$ cat config.mk
export PLATFORM = sky130hd
export DESIGN_NAME = mul_div_arbiter
export DESIGN_NICKNAME = d
export VERILOG_FILES = /design/src/rtl/mul_div_arbiter.sv
export SDC_FILE = /design/constraint.sdc
export NUM_CORES = 1
export LEC_CHECK = 0
export CAP_MARGIN = 25
export CORE_ASPECT_RATIO = 1.1
export CORE_MARGIN = 2
export CORE_UTILIZATION = 41
export CTS_CLUSTER_DIAMETER = 120
export DETAILED_ROUTE_END_ITERATION = 12
export PLACE_DENSITY = 0.86
export SLEW_MARGIN = 0
export SYNTH_ARGS = -nofsm -noshare
export SYNTH_HDL_FRONTEND = slang
export SYNTH_SLANG_ARGS = --single-unit
$ cat constraint.sdc
create_clock -name clk -period 3.1 [get_ports clk]
set_input_delay 0.465 -clock clk [delete_from_list [all_inputs] [get_ports clk]]
set_output_delay 0.465 -clock clk [all_outputs]
set_load 0.03 [all_outputs]
$ cat src/rtl/mul_div_arbiter.sv
// mul_div_arbiter: round-robin sequencer sharing one mul_div unit between
// N_REQ requesters. One operation in flight at a time; the unit's result and
// flags are captured after LATENCY cycles and returned to the owner.
module mul_div_arbiter #(
  parameter int N_REQ   = 2,
  parameter int W       = 32,
  parameter int LATENCY = 2
) (
  input  logic               clk,
  input  logic               arst,
  input  logic [N_REQ-1:0]   req_valid,
  output logic [N_REQ-1:0]   req_ready,
  input  logic [N_REQ*W-1:0] req_a,
  input  logic [N_REQ*W-1:0] req_b,
  input  logic [N_REQ-1:0]   req_sel,
  output logic [N_REQ-1:0]   rsp_valid,
  input  logic [N_REQ-1:0]   rsp_ready,
  output logic [W-1:0]       rsp_r,
  output logic [4:0]         rsp_flags,
  output logic [W-1:0]       md_a,
  output logic [W-1:0]       md_b,
  output logic               md_sel,
  output logic               md_en,
  input  logic [W-1:0]       md_r,
  input  logic               md_io,
  input  logic               md_dz,
  input  logic               md_of,
  input  logic               md_uf,
  input  logic               md_i,
  output logic               busy
);

  localparam int IW = $clog2(N_REQ);
  localparam int CW = (LATENCY > 1) ? $clog2(LATENCY) : 1;
  localparam logic [CW-1:0]    CNT_LOAD = CW'(LATENCY - 1);
  localparam logic [IW-1:0]    LAST_IDX = IW'(N_REQ - 1);
  localparam logic [N_REQ-1:0] ONE_HOT0 = {{(N_REQ-1){1'b0}}, 1'b1};

  typedef enum logic [1:0] {
    S_IDLE  = 2'd0,
    S_ISSUE = 2'd1,
    S_WAIT  = 2'd2,
    S_RESP  = 2'd3
  } state_t;

  state_t           r_state;
  state_t           w_state_nxt;
  logic [IW-1:0]    r_rr_ptr;
  logic [IW-1:0]    r_owner;
  logic [CW-1:0]    r_cnt;
  logic [W-1:0]     r_md_a;
  logic [W-1:0]     r_md_b;
  logic             r_md_sel;
  logic             r_md_en;
  logic             r_busy;
  logic [N_REQ-1:0] r_rsp_valid;
  logic [W-1:0]     r_rsp_r;
  logic [4:0]       r_rsp_flags;

  logic [IW-1:0]    w_win;
  logic [IW-1:0]    w_idx;
  logic             w_found;
  int               w_sum;
  logic             w_accept;
  logic             w_capture;
  logic             w_rsp_done;
  logic [N_REQ-1:0] w_req_ready;

  // Round-robin search: first valid requester from r_rr_ptr upward, wrapping.
  always_comb begin
    w_found = 1'b0;
    w_win   = '0;
    w_idx   = '0;
    w_sum   = 0;
    for (int k = 0; k < N_REQ; k++) begin
      w_sum = int'(r_rr_ptr) + k;
      if (w_sum >= N_REQ) begin
        w_sum = w_sum - N_REQ;
      end else begin
        w_sum = w_sum;
      end
      w_idx = IW'(w_sum);
      if (!w_found && req_valid[w_idx]) begin
        w_found = 1'b1;
        w_win   = w_idx;
      end else begin
        w_found = w_found;
      end
    end
  end

  // Next-state logic and per-state strobes; the grant is combinational in IDLE.
  always_comb begin
    w_state_nxt = r_state;
    w_accept    = 1'b0;
    w_capture   = 1'b0;
    w_rsp_done  = 1'b0;
    w_req_ready = '0;
    case (r_state)
      S_IDLE: begin
        if (w_found) begin
          w_accept    = 1'b1;
          w_req_ready = ONE_HOT0 << w_win;
          w_state_nxt = S_ISSUE;
        end else begin
          w_state_nxt = S_IDLE;
        end
      end
      S_ISSUE: begin
        w_state_nxt = S_WAIT;
      end
      S_WAIT: begin
        if (r_cnt == '0) begin
          w_capture   = 1'b1;
          w_state_nxt = S_RESP;
        end else begin
          w_state_nxt = S_WAIT;
        end
      end
      S_RESP: begin
        // Only the owner's ready bit can complete the response.
        if (rsp_ready[r_owner]) begin
          w_rsp_done  = 1'b1;
          w_state_nxt = S_IDLE;
        end else begin
          w_state_nxt = S_RESP;
        end
      end
      default: begin
        w_state_nxt = S_IDLE;
      end
    endcase
  end

  // State register.
  always_ff @(posedge clk) begin
    if (arst) begin
      r_state <= S_IDLE;
    end else begin
      r_state <= w_state_nxt;
    end
  end

  // Operand latch, latency counter, result capture, pointer and output flops.
  always_ff @(posedge clk) begin
    if (arst) begin
      r_rr_ptr    <= '0;
      r_owner     <= '0;
      r_cnt       <= '0;
      r_md_a      <= '0;
      r_md_b      <= '0;
      r_md_sel    <= 1'b0;
      r_md_en     <= 1'b0;
      r_busy      <= 1'b0;
      r_rsp_valid <= '0;
      r_rsp_r     <= '0;
      r_rsp_flags <= 5'b00000;
    end else begin
      // Operands only change on an accept, so the unit sees stable inputs.
      if (w_accept) begin
        r_md_a   <= req_a[w_win*W +: W];
        r_md_b   <= req_b[w_win*W +: W];
        r_md_sel <= req_sel[w_win];
        r_owner  <= w_win;
      end else begin
        r_md_a   <= r_md_a;
        r_md_b   <= r_md_b;
        r_md_sel <= r_md_sel;
        r_owner  <= r_owner;
      end

      if (r_state == S_ISSUE) begin
        r_cnt <= CNT_LOAD;
      end else if ((r_state == S_WAIT) && (r_cnt != '0)) begin
        r_cnt <= r_cnt - CW'(1);
      end else begin
        r_cnt <= r_cnt;
      end

      if (w_capture) begin
        r_rsp_r     <= md_r;
        r_rsp_flags <= {md_io, md_dz, md_of, md_uf, md_i};
      end else begin
        r_rsp_r     <= r_rsp_r;
        r_rsp_flags <= r_rsp_flags;
      end

      // Priority moves to the index after the owner once it is served.
      if (w_rsp_done) begin
        r_rr_ptr <= (r_owner == LAST_IDX) ? '0 : (r_owner + IW'(1));
      end else begin
        r_rr_ptr <= r_rr_ptr;
      end

      r_md_en     <= (w_state_nxt == S_ISSUE);
      r_busy      <= (w_state_nxt != S_IDLE);
      r_rsp_valid <= (w_state_nxt == S_RESP) ? (ONE_HOT0 << r_owner) : '0;
    end
  end

  assign req_ready = w_req_ready;
  assign rsp_valid = r_rsp_valid;
  assign rsp_r     = r_rsp_r;
  assign rsp_flags = r_rsp_flags;
  assign md_a      = r_md_a;
  assign md_b      = r_md_b;
  assign md_sel    = r_md_sel;
  assign md_en     = r_md_en;
  assign busy      = r_busy;

endmodule

==> results.cfg <==
[placement]
detailed_placement_wirelength_estimate_um = 11700
postPlaceCellArea_sq_mm = 0.00746
globalplace.congestion = 0.797
input_output_buffers = 280

[drt]
dr.pass1.iters = 5
detail_route.wl_per_cell_um = 18.0
route.detailed.drc = 0
route.final.wire_length_um = 17400
via_per_inst = 5.89
ant_nets = 0
vias = 5726
drtIter0Drc = 419

[final_layout]
layout_commonest_cell = sky130_fd_sc_hd__clkdlybuf4s50_1
finalNetCount = 991
fill_cells = 889
drive_gt1_share_pct = 4.38
final_core_utilization_pct = 68.4
areaGrowthSynthToFinish_pct = 63.6
antenna-diode-count = 0
layout_common_cells = 276 x sky130_fd_sc_hd__clkdlybuf4s50_1, 111 x sky130_fd_sc_hd__dfxtp_1, 76 x sky130_fd_sc_hd__nand2_1
final_design_area_no_fill_sq_mm = 0.00779

[floorplan]
start_util_pct = 41.8
core-area_sq_mm = 0.0114
die_h_um = 117
fp.dieW_um = 107
rows = 41
io-pin-count = 281
die_area_sq_mm = 0.0125

[sta]
timing.final.crit_period_ns = 2.43
setup_repair_after_global_routing_missed_its_margin = false
finalClockSkew_ns = 0.00839
post-route-period-util_pct = 78.4
hold_ws_ns = 0.460
setup_viol_count_final = 0
finalMaxSlewViolations = 0
max_clock_freq_mhz = 411
setup_tns_ns = 0
worst_slew_pin_slew_ns = 0.711
maxSlewHeadroom_pct = 52.6
final_hold_viol_count = 0

[synth]
synth_nets = 761
syn_area_per_cell_sq_um = 8.10
syn_inst = 588
synth-async-reset-ratio_pct = 0
ys.warnings.count = 0
synth_top_flop_cell = sky130_fd_sc_hd__dfxtp_1
synth_enable_flop_cells = 0
synth_seq_area_share_pct = 46.7
cell_area_after_synthesis_sq_mm = 0.00476
ys_types = 26
ys_seq_elements = 111

[job]
max_cap_viol_count = 0

[global_route]
first_global_vias = 5471
gr-total-overflow = 0
grt_antenna_before_repair = 0
global_route.usage.total_pct = 26.4
largest_net_degree_at_the_start_of_global_routing = 112
wire_length_of_the_first_global_routing_pass_um = 26800

[clocking]
clock_latency_ns = 0.34
cts-hold-fix-buffers = 0
cts_tree = built
cts_sink_count = 111
ctsLongestPathBuffers = 2
total_cts_buffers = 9
post-cts-setup-buffer-count = 0
cts_resized = 0
cts.reportedPaths.clkPinSlew_ns = 0.07
cts.htree.levels = 3
cts_root_buffer = sky130_fd_sc_hd__clkbuf_16

[setup_path]
timing.setup.critical_path_class = flop to output pin
critical_path_peak_fanout = 13
timing.critical_path.arrival_ns = 1.97
cp-end-kind = output pin
cp-startpoint = r_state[0]$_SDFF_PP0_
crit_path_start_kind = flop
data_required_time_at_the_worst_endpoint_ns = 2.63
rr_worst_depth = 4
rr_startpoint = r_state[0]$_SDFF_PP0_

[power_and_ir_drop]
post-layout-total-power_w = 0.00427
power.static_leakage_nw = 2.60
powerDensity_mw_per_mm2 = 547
vdd.ir_drop.worst_uv = 276

[min_path]
holdCritPathClass = flop to flop
hold-path-cell-count = 2
hold_path.startpoint = rsp_r[22]$_SDFFE_PP0P_

[outcome]
outcome = finished, final reports clean
[final timing paths]
check / to / slack (ns)
setup / recovery: req_ready[0] / 0.67
hold / removal: rsp_r[22]$_SDFFE_PP0P_ / 0.46
setup reg to reg: md_b[19]$_SDFFE_PP0P_ / 1.04
hold reg to reg: rsp_r[22]$_SDFFE_PP0P_ / 0.46
[through the flow]
stage	cells	setup slack [ns]
global placement	954	0.766
global route	972	0.575
floorplan	588	1.18
finish	972	0.669
detailed placement	955	0.627
CTS	970	0.669
[cell type report]
type | count | area, sq um | share of cell area [%]
multi-input combinational | 402 | 2140 | 27.5
timing repair buffer | 291 | 2950 | 37.8
clock inverter | 4 | 30.0 | 0.385
sequential | 111 | 2220 | 28.5
inverter | 3 | 11.3 | 0.145
tap | 150 | 188 | 2.41
clock buffer | 11 | 253 | 3.24
[registers in the layout, summed over array words and instances, names as in the netlist]
signal,flops
md_en,1
busy,1
r_state,2
r_rr_ptr,1
rsp_valid,2
rsp_r,32
r_cnt,1
r_owner,1
md_b,32
md_sel,1
md_a,32
rsp_flags,5
[routing by layer]
metal	track usage, %	vias up	share of wire [%]
met5	0	-	0
met4	11.5	0	2.7
met3	6.98	40	11
met2	45.7	369	49
met1	31.0	2699	38
li1	-	2618	-
[power breakdown]
group          switching (W)  internal, W  total, W
registers           0.000102      0.00158   0.00168
clock network       0.000518     0.000589   0.00111
logic               0.000858     0.000620   0.00148
total                0.00148      0.00279   0.00427
[cell families (layout without fill, tap and decap cells)]
logic type             count (synthesis)  after routing  share of synthesized area (%)
and+or+nand+nor                      222            222                           23.6
AOI/OAI and AO/OA                    179            179                           21.0
DFF                                  111            111                           46.7
buffers and inverters                 75            309                           8.57
muxes                                  1              1                          0.210
[synth_stat cells, drive strengths merged (2+ instances only)]
library cell  count  area [sq um]
a21oi            41           205
dfxtp           111          2220
nor4              2          12.5
nor2              6          32.5
clkbuf           29           109
inv               3          11.3
nand4            65           407
nand3            68           340
buf              43           288
o21ai            69           345
a31oi            67           419
nand2            76           285
[worst max-delay path: stages, from the launching register on]
cell                              delay (ns)
sky130_fd_sc_hd__dfxtp_1                0.49
sky130_fd_sc_hd__a211oi_4               0.28
sky130_fd_sc_hd__and2_1                 0.15
sky130_fd_sc_hd__clkdlybuf4s50_1        0.70
Note: power is estimated with default switching activity, not from simulation.
==> variant 1, RTL diff (same settings) <==
Set the parameter `LATENCY` to 1 (it was 2).
--- a/src/rtl/mul_div_arbiter.sv
+++ b/src/rtl/mul_div_arbiter.sv
@@ -4,7 +4,7 @@
 module mul_div_arbiter #(
   parameter int N_REQ   = 2,
   parameter int W       = 32,
-  parameter int LATENCY = 2
+  parameter int LATENCY = 1
 ) (
   input  logic               clk,
   input  logic               arst,
Behaviour: not the same (a bounded check fails within 4 cycles, from zero or initial values and one cycle with arst high).
==> variant 1 against the unedited design <==
Sequential cell count did not move. Wire length fell by 1.4%. Synthesized area rose by 0.84%. Die area rose by 0.81%. Total power fell by 0.64%. Setup slack improved by 0.039 ns. Synthesized cell count fell by 7.3%. Cell area fell by 0.31%.
==> variant 1: results (changes against the unedited design) <==
status complete, no violations; slowest stage delay, CP 0.69 ns; Period Utilization, post-route 77.16% (-1.2 points); post_cts resized 0 (unchanged); worst relative slew slack 46.60% (-6.0 points); initial drt markers 395 (-5.7%); post-synthesis adder-cell area fraction 0% (unchanged); Distinct cells, synth 26 (unchanged); CP max FO 10 (-3); Syn Area/Cell 8.811 sq um (+8.8%); Via density 5.811 (-1.4%); Post-CTS Setup Bufs 0 (unchanged); HPWL Detailed 11,660 um (-0.24%); largest cells by area after synthesis dfxtp_1, a31oi_1, nand4_1; Seq/Total Area, Yosys 46.27% (-0.39 points); CP top delay family buffers and inverters; LEAKAGE 2.622 nW (+0.74%); Int Power 2.755 mW (-1.2%); Net Sw Power 1.483 mW (+0.35%); layout cell share with drive strength beyond 1 4.353% (-0.026 points); placed cell area 7443 sq um (-0.23%); GRT Total Usage 26.08% (-0.33 points); Slowest cell on crit path clkdlybuf4s50_1; largest family of logic cells by synthesized area simple AND/OR/NAND/NOR gates; number of global-route vias before repair 5,339 (-2.4%); Root Buffer clkbuf_16; DP Cell Count 913 (-4.4%); post-synthesis mux area share 7.921% (+7.7 points); Synth top cells by count dfxtp_1, nand3_1, o21ai_1; Max rail drop VDD 0.3109 mV (+13%); Worst Skew 0.007533 ns (-0.0008579 ns); I/O Buffers 280 (unchanged); GP Congestion 0.7879 (-1.1%); # diodes 0 (unchanged); syn nets 718 (-5.7%); Detailed Route WL 17,200 um (-1.4%); initial antenna violation count 0 (unchanged); Fill cells 875 (-1.6%); largest net degree at the start of global routing 112 (unchanged); clock network latency to the later pin of the worst-skew pair 0.35 ns; crit path DAT 1.93 ns (-0.04 ns); Compound-Gate Fraction of Synth Area 16.83% (-4.1 points); HP Class reg -> reg; Place WS 0.6386 ns (+0.01189 ns); final net count 949 (-4.2%); Post-synth top flop dfxtp_1; sequential share of power 39.4% (about the same); post-route insts no fill 931 (-4.2%); first-pass GRT wire length 26,830 um (+0.26%); drt first pass iters 4 (-1)
## variant 1: changes by cell type after synthesis, sizes merged, moves of 2 or more
cell    delta
a21oi     -37
buf        -7
clkbuf     +4
mux2i     +37
nand2     -75
nor2      +37
nor4       -2
## variant 1: final timing paths
check	startpoint	cells after the start	slack, ns	to
setup / recovery	r_state[0]	3	0.71	req_ready[0]
hold / removal	rsp_r[23]	2	0.50	rsp_r[23]
setup reg to reg	r_state[1]	4	1.13	rsp_r[10]
hold reg to reg	rsp_r[23]	2	0.50	rsp_r[23]
## variant 1: cell type report
type	instances	area, sq um	area share, %
clock buffers	10	229.0	2.948
well taps	150	187.7	2.416
flip-flops and latches	111	2222	28.61
clock inverters	6	55.05	0.7088
repair buffers	289	2883	37.11
multi-input cells	363	2183	28.11
inverters	2	7.507	0.09665
## variant 1: metal layers
metal,global-route usage [%],up-vias,wire [um]
li1,-,2497,-
met1,29.40,2542,6434
met2,47.03,325,8580
met3,5.759,46,1602
met4,10.15,0,585
met5,0,-,0
==> variant 2, RTL diff (config.mk and constraints unchanged) <==
Without the edit above. Re-encode `state_t` (4 states) as one-hot, 4 bits wide.
--- a/src/rtl/mul_div_arbiter.sv
+++ b/src/rtl/mul_div_arbiter.sv
@@ -36,11 +36,11 @@
   localparam logic [IW-1:0]    LAST_IDX = IW'(N_REQ - 1);
   localparam logic [N_REQ-1:0] ONE_HOT0 = {{(N_REQ-1){1'b0}}, 1'b1};
 
-  typedef enum logic [1:0] {
-    S_IDLE  = 2'd0,
-    S_ISSUE = 2'd1,
-    S_WAIT  = 2'd2,
-    S_RESP  = 2'd3
+  typedef enum logic [3:0] {
+    S_IDLE  = 4'b0001,
+    S_ISSUE = 4'b0010,
+    S_WAIT  = 4'b0100,
+    S_RESP  = 4'b1000
   } state_t;
 
   state_t           r_state;
Check against the original RTL: same outputs for any inputs over 4 cycles, from zero or initial values and one cycle with arst high; so few cycles prove little.
==> variant 2 against the unedited design <==
Sequential cell count increased by 2. Wire length increased by 6.7%. Global-route usage increased by 2.6 points. Clock power increased by 62%. Cell count decreased by 3.7%. Cell area increased by 5.1%. First-iteration DRC count increased by 1.7%. Synthesized area increased by 1.3%. Largest power group is now the clock network. Total power increased by 4.7%. Maximum frequency decreased by 14%. Setup slack got worse by 0.41 ns.
==> variant 2: results (changes against the unedited design) <==
Hold Path Sink rsp_flags[1]; Reg-to-Reg End r_state[0]; initial drt markers 426 (+1.7%); clock network latency to the later pin of the worst-skew pair 0.41 ns (+0.07 ns); reg2reg setup slack 0.70 ns (-0.34 ns); number of global-route vias before repair 5,311 (-2.9%); crit path DAT 2.37 ns (+0.40 ns); placed cell area 7647 sq um (+2.5%); worst r2r src r_state[0]; GRT Total Usage 29.02% (+2.6 points); Max rail drop VDD 0.3353 mV (+22%); Via density 5.705 (-3.2%); met1 Use GR 33.04% (+2.0 points); largest net degree at the start of global routing 63 (-44%); GP Congestion 0.9342 (+17%); CP max FO 9 (-4); largest cells by area after synthesis dfxtp_1, a221o_1, a211oi_1; slowest stage delay, CP 0.66 ns (-0.04 ns); grt met3 use 7.309% (+0.33 points); post-synthesis mux area share 0.4408% (+0.23 points); first-pass GRT wire length 28,590 um (+6.8%); layout cell share with drive strength beyond 1 6.234% (+1.9 points); Synth top cells by count dfxtp_1, inv_1, a211oi_1; Num CTS Buffers 17 (+8); GR Util met2 49.53% (+3.8 points); final net count 949 (-4.2%); Worst Skew 0.007938 ns (-0.0004538 ns); post-route insts no fill 936 (-3.7%); clk slew on worst S/H paths 0.05 ns (-0.02 ns); fraction of synthesized cell area in xor and xnor cells 0.1815% (+0.18 points); Place WS 0.5750 ns (-0.05171 ns); DP Cell Count 907 (-5.0%); Distinct cells, synth 32 (+23%); worst slew pin tran 0.6964 ns (-0.01506 ns); H-tree depth 4 (+1); status complete, no violations; Int Power 3.221 mW (+16%)
-- variant 2: tightest hold or removal path, cell delays in order, from the launching register on --
cell and delay (ns):
dfxtp_1 0.30, o21ai_0 0.06, a21oi_1 0.06
-- variant 2: metal layers --
metal  wire [um]  vias up
li1            -     2455
met1        7041     2570
met2        9424      258
met3        1340       57
met4         818        0
met5           0        -
-- variant 2: worst max-delay path by stage --
stage            startpoint  cells after the start      endpoint  slack [ns]
3_3_place_gp   req_valid[0]                      4  req_ready[0]        0.66
3_5_place_dp   req_valid[1]                      5       md_a[6]        0.58
4_1_cts          r_state[0]                      4  req_ready[1]        0.25
2_1_floorplan    r_state[1]                      3  req_ready[0]        0.89
5_1_grt          r_state[0]                      4  req_ready[1]        0.17
6_report         r_state[0]                      4  req_ready[1]        0.26
-- variant 2: logic make-up after synthesis --
| family | after synthesis |
|---|---|
| flip-flops | 113 |
| XOR/XNOR | 1 |
| multiplexers | 2 |
| AO/OA/AOI/OAI | 220 |
| buffers and inverters | 130 |
| AND/OR/NAND/NOR | 60 |
-- variant 2: final cells by class --
class                      instances  area, sq um
fill                             842         3299
timing repair buffer             292         2915
sequential                       113         2262
multi-input combinational        283         2023
clock buffer                      22        484.2
inverter                          69        259.0
tap                              150        187.7
clock inverter                     7        60.06
-- variant 2: power groups by stage --
| stage | logic [mW] | clock network, mW | registers, mW |
|---|---|---|---|
| final | 1.04 | 1.80 | 1.63 |
| after global routing | 1.09 | 1.89 | 1.64 |
| after CTS | 1.03 | 1.83 | 1.63 |
| after detailed placement | 1.02 | 0 | 1.65 |
| after global placement | 1.00 | 0 | 1.65 |
| after floorplan | 0.322 | 0 | 1.84 |
